## config.mk

```make
export PLATFORM = sky130hd
export DESIGN_NAME = uart_cmd_sequencer_flat
export DESIGN_NICKNAME = d
export VERILOG_FILES = /design/src/rtl/uart_cmd_sequencer_if.sv /design/src/rtl/uart_cmd_sequencer.sv /design/src/flat_wrapper.sv
export SDC_FILE = /design/constraint.sdc
export NUM_CORES = 1
export LEC_CHECK = 0
export CORE_MARGIN = 1.5
export CORE_UTILIZATION = 25
export DETAILED_ROUTE_END_ITERATION = 16
export HOLD_SLACK_MARGIN = 0.03
export PLACE_DENSITY = 0.43
export SETUP_SLACK_MARGIN = 0.15
export SLEW_MARGIN = 10
export SYNTH_ARGS = -nofsm -noshare
export SYNTH_HDL_FRONTEND = slang
export SYNTH_SLANG_ARGS = --single-unit
```

## constraint.sdc

```tcl
create_clock -name clk -period 3 [get_ports clk]
set_input_delay 0.75 -clock clk [delete_from_list [all_inputs] [get_ports clk]]
set_output_delay 0.75 -clock clk [all_outputs]
set_load 0.02 [all_outputs]
```

## src/rtl/uart_cmd_sequencer_if.sv

```systemverilog
// Bundle between the UART command sequencer, the control unit and the UART TX/RX engines.
// The slave modport is the sequencer's view; the master modport is the view of its surroundings.
interface uart_cmd_sequencer_if;
    logic [2:0]  uartc;
    logic [31:0] cmd_data;
    logic        rx_valid;
    logic [7:0]  rx_byte;
    logic        tx_busy;
    logic        rdy;
    logic        state;
    logic [31:0] rcv_data;
    logic        tx_start;
    logic [7:0]  tx_data;
    logic [15:0] baud_div;
    logic        tx_empty;
    logic        tx_overflow;
    logic        rx_overrun;

    modport slave (
        input  uartc, cmd_data, rx_valid, rx_byte, tx_busy,
        output rdy, state, rcv_data, tx_start, tx_data, baud_div,
               tx_empty, tx_overflow, rx_overrun
    );

    modport master (
        output uartc, cmd_data, rx_valid, rx_byte, tx_busy,
        input  rdy, state, rcv_data, tx_start, tx_data, baud_div,
               tx_empty, tx_overflow, rx_overrun
    );
endinterface

```

## src/rtl/uart_cmd_sequencer.sv

```systemverilog
// Maps control-unit UART commands (RCV/SND/BAUD) onto the TX/RX engines: RCV stall FSM with a
// one-byte RX holding register, SND byte FIFO with paced drain, and the baud divisor register.
module uart_cmd_sequencer #(
    parameter int          TX_DEPTH   = 4,
    parameter logic [15:0] BAUD_RESET = 16'd434
) (
    input logic             clk,
    input logic             reset_n,
    uart_cmd_sequencer_if.slave bus
);
    localparam int AW = $clog2(TX_DEPTH);
    localparam logic [AW:0]   DEPTH_C = (AW+1)'(TX_DEPTH);
    localparam logic [AW:0]   CNT_ONE = (AW+1)'(1);
    localparam logic [AW-1:0] PTR_ONE = AW'(1);
    localparam logic [2:0] CMD_RCV = 3'b010, CMD_SND = 3'b011, CMD_BAUD = 3'b100;

    typedef enum logic [1:0] {IDLE, RX_WAIT, RX_DONE} rx_state_t;
    rx_state_t cur, nxt;

    logic        rcv_cmd, take_hold, take_rx;
    logic        hold_full, rx_overrun_q;
    logic [7:0]  hold_byte;
    logic [31:0] rcv_q;
    logic        unused_cmd_hi;

    assign rcv_cmd       = (bus.uartc == CMD_RCV);
    assign unused_cmd_hi = ^bus.cmd_data[31:16];

    // take_hold / take_rx mark the cycle the FSM consumes a byte, i.e. the transition into RX_DONE
    always_comb begin
        nxt       = cur;
        take_hold = 1'b0;
        take_rx   = 1'b0;
        case (cur)
            IDLE: begin
                if (rcv_cmd) begin
                    if (hold_full) begin
                        nxt       = RX_DONE;
                        take_hold = 1'b1;
                    end else begin
                        nxt = RX_WAIT;
                    end
                end
            end
            RX_WAIT: begin
                if (!rcv_cmd) begin
                    nxt = IDLE;
                end else if (hold_full) begin
                    // byte landed in the holding register on the IDLE->RX_WAIT cycle
                    nxt       = RX_DONE;
                    take_hold = 1'b1;
                end else if (bus.rx_valid) begin
                    nxt     = RX_DONE;
                    take_rx = 1'b1;
                end
            end
            default: nxt = IDLE;
        endcase
    end

    always_ff @(posedge clk or negedge reset_n) begin
        if (!reset_n) cur <= IDLE;
        else          cur <= nxt;
    end

    always_ff @(posedge clk or negedge reset_n) begin
        if (!reset_n) begin
            hold_full    <= 1'b0;
            hold_byte    <= 8'h00;
            rx_overrun_q <= 1'b0;
            rcv_q        <= 32'h0;
        end else begin
            if (bus.rx_valid && !take_rx) begin
                if (!hold_full || take_hold) begin
                    hold_full <= 1'b1;
                    hold_byte <= bus.rx_byte;
                end else begin
                    rx_overrun_q <= 1'b1;
                end
            end else if (take_hold) begin
                hold_full <= 1'b0;
            end
            if (take_hold)    rcv_q <= {24'h0, hold_byte};
            else if (take_rx) rcv_q <= {24'h0, bus.rx_byte};
        end
    end

    assign bus.rdy        = (cur != IDLE);
    assign bus.state      = (cur == RX_WAIT);
    assign bus.rcv_data   = rcv_q;
    assign bus.rx_overrun = rx_overrun_q;

    logic [7:0]    mem [TX_DEPTH];
    logic [AW-1:0] wr_ptr, rd_ptr;
    logic [AW:0]   count;
    logic          start_q, overflow_q, push, push_ok, pop, full, empty;
    logic [7:0]    data_q;
    logic [15:0]   baud_q;

    assign empty   = (count == '0);
    assign full    = (count == DEPTH_C);
    // Start is combinational so a push at N can launch at N+1; start_q spaces the pulses apart
    assign pop     = !empty && !bus.tx_busy && !start_q;
    assign push    = (bus.uartc == CMD_SND);
    assign push_ok = push && (!full || pop);

    always_ff @(posedge clk) begin
        if (push_ok) mem[wr_ptr] <= bus.cmd_data[7:0];
    end

    always_ff @(posedge clk or negedge reset_n) begin
        if (!reset_n) begin
            wr_ptr     <= '0;
            rd_ptr     <= '0;
            count      <= '0;
            start_q    <= 1'b0;
            data_q     <= 8'h00;
            overflow_q <= 1'b0;
            baud_q     <= BAUD_RESET;
        end else begin
            start_q <= pop;
            if (push_ok) wr_ptr <= wr_ptr + PTR_ONE;
            if (pop) begin
                rd_ptr <= rd_ptr + PTR_ONE;
                data_q <= mem[rd_ptr];
            end
            case ({push_ok, pop})
                2'b10:   count <= count + CNT_ONE;
                2'b01:   count <= count - CNT_ONE;
                default: count <= count;
            endcase
            if (push && !push_ok) overflow_q <= 1'b1;
            if (bus.uartc == CMD_BAUD)
                baud_q <= (bus.cmd_data[15:0] == 16'h0) ? 16'h1 : bus.cmd_data[15:0];
        end
    end

    assign bus.tx_start    = pop;
    assign bus.tx_data     = pop ? mem[rd_ptr] : data_q;
    assign bus.tx_empty    = empty;
    assign bus.tx_overflow = overflow_q;
    assign bus.baud_div    = baud_q;
endmodule
```

## src/flat_wrapper.sv

```systemverilog
// flat-port wrapper written by rule: the top's interface ports become plain ports
module uart_cmd_sequencer_flat 
#(
    parameter int          TX_DEPTH   = 4,
    parameter logic [15:0] BAUD_RESET = 16'd434
)
  (clk, reset_n, bus_uartc, bus_cmd_data, bus_rx_valid, bus_rx_byte, bus_tx_busy, bus_rdy, bus_state, bus_rcv_data, bus_tx_start, bus_tx_data, bus_baud_div, bus_tx_empty, bus_tx_overflow, bus_rx_overrun);
  uart_cmd_sequencer_if bus_i ();
  input logic clk;
  input logic reset_n;
  input wire logic [$bits(bus_i.uartc)-1:0] bus_uartc;
  input wire logic [$bits(bus_i.cmd_data)-1:0] bus_cmd_data;
  input wire logic [$bits(bus_i.rx_valid)-1:0] bus_rx_valid;
  input wire logic [$bits(bus_i.rx_byte)-1:0] bus_rx_byte;
  input wire logic [$bits(bus_i.tx_busy)-1:0] bus_tx_busy;
  output wire logic [$bits(bus_i.rdy)-1:0] bus_rdy;
  output wire logic [$bits(bus_i.state)-1:0] bus_state;
  output wire logic [$bits(bus_i.rcv_data)-1:0] bus_rcv_data;
  output wire logic [$bits(bus_i.tx_start)-1:0] bus_tx_start;
  output wire logic [$bits(bus_i.tx_data)-1:0] bus_tx_data;
  output wire logic [$bits(bus_i.baud_div)-1:0] bus_baud_div;
  output wire logic [$bits(bus_i.tx_empty)-1:0] bus_tx_empty;
  output wire logic [$bits(bus_i.tx_overflow)-1:0] bus_tx_overflow;
  output wire logic [$bits(bus_i.rx_overrun)-1:0] bus_rx_overrun;
  assign bus_i.uartc = bus_uartc;
  assign bus_i.cmd_data = bus_cmd_data;
  assign bus_i.rx_valid = bus_rx_valid;
  assign bus_i.rx_byte = bus_rx_byte;
  assign bus_i.tx_busy = bus_tx_busy;
  assign bus_rdy = bus_i.rdy;
  assign bus_state = bus_i.state;
  assign bus_rcv_data = bus_i.rcv_data;
  assign bus_tx_start = bus_i.tx_start;
  assign bus_tx_data = bus_i.tx_data;
  assign bus_baud_div = bus_i.baud_div;
  assign bus_tx_empty = bus_i.tx_empty;
  assign bus_tx_overflow = bus_i.tx_overflow;
  assign bus_rx_overrun = bus_i.rx_overrun;
  uart_cmd_sequencer #(.TX_DEPTH(TX_DEPTH), .BAUD_RESET(BAUD_RESET)) u_core (.clk(clk), .reset_n(reset_n), .bus(bus_i));
endmodule
```

# Word-level counts from Yosys, hierarchy flattened
# Memories as Yosys holds them, arrays and structs flattened.
# Cells that the tools add are included.
# classes
n_bitwise	1
addsub	4
n_reduce_logical	26
eq_ne	10
n_mux	23
# ops
cell	n
2-to-1 mux 32 bit	2
logical NOT 16 bit	1
2-to-1 mux 16 bit	1
2-to-1 mux 1 bit	12
2-to-1 mux 2 bit	5
2-to-1 mux 8 bit	1
AND reduction 2 bit	4
nonzero test 2 bit	4
logical NOT 1 bit	7
== test 3 x 2 -> 1 bit, second input constant	2
== test 3 bit, second input constant	2
one-hot mux 3 bit (2 select lines)	1
logical AND 1 bit	5
adder 2 x 1 -> 2 bit, second input constant	2
== test 2 x 1 -> 1 bit, second input constant	2
inequality test 4 bit, second input constant	1
one-hot mux 2 bit (2 select lines)	1
adder 3 x 1 -> 3 bit, second input constant	1
logical NOT 3 bit	1
subtractor 3 x 1 -> 3 bit, second input constant	1
== test 2 bit, second input constant	1
logical NOT 2 bit	1
logical OR 1 bit	2
inequality test 2 x 1 -> 1 bit, second input constant	1
other kinds (3)	3
# totals
inputBits	47
memories	1
ram_bits	32
register_bits	77
out_inout_bits	62
# mem_list
memory	depth	width	read_ports	rd_ports_with_merged_regs	wr	line_no	text
u_core.mem	4	8	1	0	1	uart_cmd_sequencer.sv:93	logic [7:0] mem [TX_DEPTH];

# Longest topological paths before layout
# logic_depth
word_depth	8
ltp_mapped	8
mapped_depth_nobuf	7

# Least setup slack after synthesis
# OpenSTA, ideal clock, no wires.
# synth_timing
path_type	input to register
start	in bus_tx_busy
end	reg u_core.count[2]
setup_slack_ns	0.210
n_path_buf	1
arrival_time_ns	2.664
cell_stages	7
setup_time_ns	0.126
path_cell_list	or2_2 -> nor2_1 -> buf_4 -> nand2_1 -> fa_1 -> or3_1 -> a311o_1
# synth_between
elab_chain_cells	7
word_cells_on_any_way	9
classes_between	eq/ne: 2; mux: 1; reduce/logical: 6
# synth_rtl
item	line_no	text
start, declared	flat_wrapper.sv:15	input wire logic [$bits(bus_i.tx_busy)-1:0] bus_tx_busy;
logical NOT 1 bit *	uart_cmd_sequencer.sv:103	assign pop = !empty && !bus.tx_busy && !start_q;
logical AND 1 bit * (2 in a row)	uart_cmd_sequencer.sv:103	
via bus_tx_start	flat_wrapper.sv:19	output wire logic [$bits(bus_i.tx_start)-1:0] bus_tx_start;
logical OR 1 bit	uart_cmd_sequencer.sv:105	assign push_ok = push && (!full || pop);
logical AND 1 bit	uart_cmd_sequencer.sv:105	
== test 2 x 1 -> 1 bit or == test 2 bit (tied branches)	uart_cmd_sequencer.sv:127	case ({push_ok, pop})
one-hot mux 3 bit (2 select lines) or nonzero test 2 bit (tied branches)	n/a	
end signal, assigned	uart_cmd_sequencer.sv:128	2'b10: count <= count + CNT_ONE;
end signal, assigned	uart_cmd_sequencer.sv:129	2'b01: count <= count - CNT_ONE;
end signal, assigned	uart_cmd_sequencer.sv:130	default: count <= count;
end, declared	uart_cmd_sequencer.sv:95	logic [AW:0] count;
# The timed path passes the listed nets; every way through them passes the cells marked *.
# A chain may end at the register's enable or synchronous reset.

# Final worst setup path
# layout_timing
start	in bus_tx_busy
end	out bus_tx_data[2]
# layout_between
elab_chain_cells	4
# layout_rtl
item	line_no	text
logical NOT 1 bit	uart_cmd_sequencer.sv:103	
logical AND 1 bit (2 in a row)	uart_cmd_sequencer.sv:103	
2-to-1 mux 8 bit	uart_cmd_sequencer.sv:139	assign bus.tx_data = pop ? mem[rd_ptr] : data_q;
end, declared	flat_wrapper.sv:20	output wire logic [$bits(bus_i.tx_data)-1:0] bus_tx_data;
# No other way between the ends.

==> summary.md <==
| Metric | Value |
|---|---|
| Total power per unit cell area | `roughly 840 mW/mm2` |
| Hold buffer count at cts | `0` |
| GRT Total Usage | `0.122` |
| Worst Max-Slew Pin Slew | `about 0.68 ns` |
| Global-route wire length before repair | `roughly 15 mm` |
| Final worst-path setup slack | `around 0.25 ns` |
| Largest fanout on the critical path | `5` |
| Fin. max-slew vios | `0` |
| Non-filler cells in the finished layout | `569` |
| Signal arrival time at the worst endpoint | `2.00 ns` |
| Primary FF master, synth | `sky130_fd_sc_hd__dfrtp_1` |
| Dominant delay contributor by cell family on the critical path | `buffers and inverters` |
| Violation count after the first detailed-routing iteration | `109` |
| Global placement routability congestion | `0.712` |
| Achievable clock frequency | `0.363 GHz` |
| Reg2reg path depth | `8` |
| Status | `finished, final reports clean` |
| Post-synth top area cell | `sky130_fd_sc_hd__dfrtp_1` |
| Clk Tree Root Cell | `sky130_fd_sc_hd__clkbuf_16` |
| Library cell with the highest instance count after synthesis | `sky130_fd_sc_hd__dfrtp_1` |
| Number of vias in the routed layout | `2597` |
| Design area | `0.00520 mm2` |
| Portion of synthesized cell area occupied by the leading cell type | `0.308` |
| End of the worst register-to-register path | `u_core.count[2]$_DFFE_PN0P_` |
| Final min period | `2.75 ns` |
| Maximum vdd ir drop | `slightly below 0.0003 V` |
| Skew-Pair Late Insertion Delay | `0.34 ns` |
| Final antenna-violating net count | `0` |
| Hold Crit Class | `input pin to asynchronous set/reset pin` |
| Leakage Power | `2.03 nW` |
| Via count of the first global-routing pass | `between 2k and 3k` |
| Number of port buffers | `68` |
| HPWL after detailed placement | `approximately 6.4 mm` |
| Clock tree from TritonCTS | `built` |
| Final hold violations | `0` |
| Library cell contributing the largest single delay on the critical path | `sky130_fd_sc_hd__mux2_4` |
| Max cap viols | `0` |
| Number of cells after detailed placement | `550` |
| Warnings, synthesis | `0` |
| Critical-path cell list | `dlygate4sd2_1, or2_4, nor2_4, buf_6, mux2_4, buf_6` |
| IO Count | `~110` |
| Residual DRC | `0` |
| Die ar. | `about 0.016 mm2` |
| Crit path buffers/inverters | `3` |
| Number of unique standard cell types used by synthesis | `49` |
| Initial Util | `0.257` |
| Setup clock skew after layout | `0.00915 ns` |
| 1st-pass router iterations | `4` |
| Total wire length after detailed routing | `~9.5 mm` |
| Dominant cells by area after synthesis | `sky130_fd_sc_hd__dfrtp_1, sky130_fd_sc_hd__edfxtp_1, sky130_fd_sc_hd__mux2_2` |
| Post-route clock period utilization | `0.917` |
| Critical register-to-register path startpoint | `u_core.start_q$_DFF_PN0_` |
| Critical Path Sink Type | `output pin` |
| Via density per instance | `4.56` |
| Final global-route overflow total | `0` |
| Width of the chip | `128 um` |
| Core area | `0.0152 mm2` |
| Count of clock tree sinks | `85` |
| Sequential element share of the synthesized area | `0.588` |
| Setup slack of the worst register-to-register path | `around 0.7 ns` |
| Required time at the worst-slack endpoint | `2.25 ns` |
| Layout-stage area growth over the synthesis result | `33.2%` |
| Antenna violations before repair | `0` |
| Number of levels in the clock H-tree | `3` |
| Number of buffers on the longest clock path | `2` |
| Clk slew on worst S/H paths | `0.06 ns` |
| Die Height | `~130 um` |
| Area of placed instances | `0.00482 mm2` |
| Fill cell total of the finished layout | `1520` |
| Syn Inst Count | `288` |
| Netlist Area Pre-Place | `0.00390 mm2` |
| Origin of the worst setup path | `bus_tx_busy` |
| Minimum setup slack after placement | `-0.491 ns` |
| Routed wirelength normalized by instance count | `16.7 um` |
| Final number of setup-violating endpoints | `0` |
| Setup repair after global routing missed its margin | `false` |
| Slew HR | `0.550` |
| Number of enable-type register cells in the synthesized netlist | `32` |
| Most common cell type on the critical path | `sky130_fd_sc_hd__buf_6` |
| #FFs+latches synth | `85` |
| Worst setup path category | `input pin to output pin` |
| Pin count of the biggest net entering global routing | `31` |
| Final total power | `4.35 mW` |
| Avg Inst Size Synth | `13.6 um2` |
| Crit-path max cell delay | `0.32 ns` |
| # diodes | `0` |
| Synth top cells by count | `sky130_fd_sc_hd__dfrtp_1, sky130_fd_sc_hd__edfxtp_1, sky130_fd_sc_hd__buf_4` |
| Sort of element at the start of the critical path | `input pin` |
| Share of async-settable or async-resettable flops after synthesis | `0.624` |
| Final net count | `428` |
| Core Rows | `45` |
| Number of buffers created by CTS | `9` |
| Layout cell share with drive strength beyond 1 | `0.257` |
-- cell usage in the layout, fill, tap and decap left out, types with 7 or more instances in the layout --
cell                              instances
sky130_fd_sc_hd__nor2_1                  14
sky130_fd_sc_hd__o21ai_0                  8
sky130_fd_sc_hd__nor3_1                   9
sky130_fd_sc_hd__buf_4                   18
sky130_fd_sc_hd__o22a_1                   7
sky130_fd_sc_hd__buf_6                    9
sky130_fd_sc_hd__a21oi_1                 10
sky130_fd_sc_hd__mux4_2                   8
sky130_fd_sc_hd__nand2_1                  7
sky130_fd_sc_hd__o22ai_1                 16
sky130_fd_sc_hd__o221a_2                  7
sky130_fd_sc_hd__clkbuf_16               11
sky130_fd_sc_hd__clkdlybuf4s50_1         57
sky130_fd_sc_hd__edfxtp_1                32
sky130_fd_sc_hd__mux2_2                  18
sky130_fd_sc_hd__conb_1                  24
sky130_fd_sc_hd__dfrtp_1                 48
-- power by group --
part,switching (mW),internal [mW]
Combinational,0.715,0.805
Clock,0.451,0.748
Sequential,0.177,1.45
-- cell type report --
type,count,area [um2],share of cell area
Sequential cell,85,2290,0.441
Multi-Input combinational cell,183,1450,0.278
Timing Repair Buffer,90,875,0.168
Clock buffer,14,287,0.0551
Tap cell,188,235,0.0452
Clock inverter,2,36.3,0.00698
Inverter,7,26.3,0.00505
-- state kept, by name, indices dropped and copies added (netlist names), 2 cells and up --
name,cells
u_core.bus.baud_div,16
u_core.bus.rcv_data,8
u_core.count,3
u_core.cur,2
u_core.data_q,8
u_core.hold_byte,8
u_core.mem,32
u_core.rd_ptr,2
u_core.wr_ptr,2
-- worst max-delay path by stage --
| stage | endpoint | slack, ns | depth (start not counted) |
|---|---|---|---|
| after floorplan | u_core.count[2]$_DFFE_PN0P_ | 0.21 | 7 |
| after global placement | bus_tx_data[6] | -0.48 | 6 |
| after detailed placement | bus_tx_data[2] | -0.49 | 6 |
| after CTS | bus_tx_data[2] | 0.23 | 6 |
| after global routing | bus_tx_data[4] | 0.18 | 6 |
| final | bus_tx_data[2] | 0.25 | 6 |
-- cell families (layout without fill, tap and decap cells) --
family          count (synthesis)  count (layout)  share of synthesized area
mux                            33              33                      0.119
xor+xnor                        5               5                     0.0112
flops                          85              85                      0.588
simple gates                   56              56                     0.0814
compound gates                 60              60                      0.111
fa+ha+maj                       5               5                     0.0180
other cells                     1              24                   0.000961
buf+inv                        43             113                     0.0712
-- per-stage QoR --
stage / util / hold slack [ns] / TNS, ns
floorplan: - / 0.454 / 0
global placement: 0.317 / 0.477 / -4.01
detailed placement: 0.317 / 0.464 / -4.14
CTS: 0.342 / 0.469 / 0
global route: 0.342 / 0.497 / 0
finish: 0.342 / 0.450 / 0
-- metal layers --
| layer | share of wire | GRT usage | vias up |
|---|---|---|---|
| met5 | 0 | 0 | - |
| met4 | 0.016 | 0.0397 | 0 |
| met3 | 0.047 | 0.0392 | 11 |
| met2 | 0.46 | 0.183 | 67 |
| met1 | 0.48 | 0.167 | 1300 |
| li1 | - | - | 1219 |
-- what timing repair did --
item                                    in CTS  in global routing
setup buffers                                2                  0
endpoints found under the setup margin       9                  0
resized for setup                           59                  0
(Power assumes the default switching activity.)
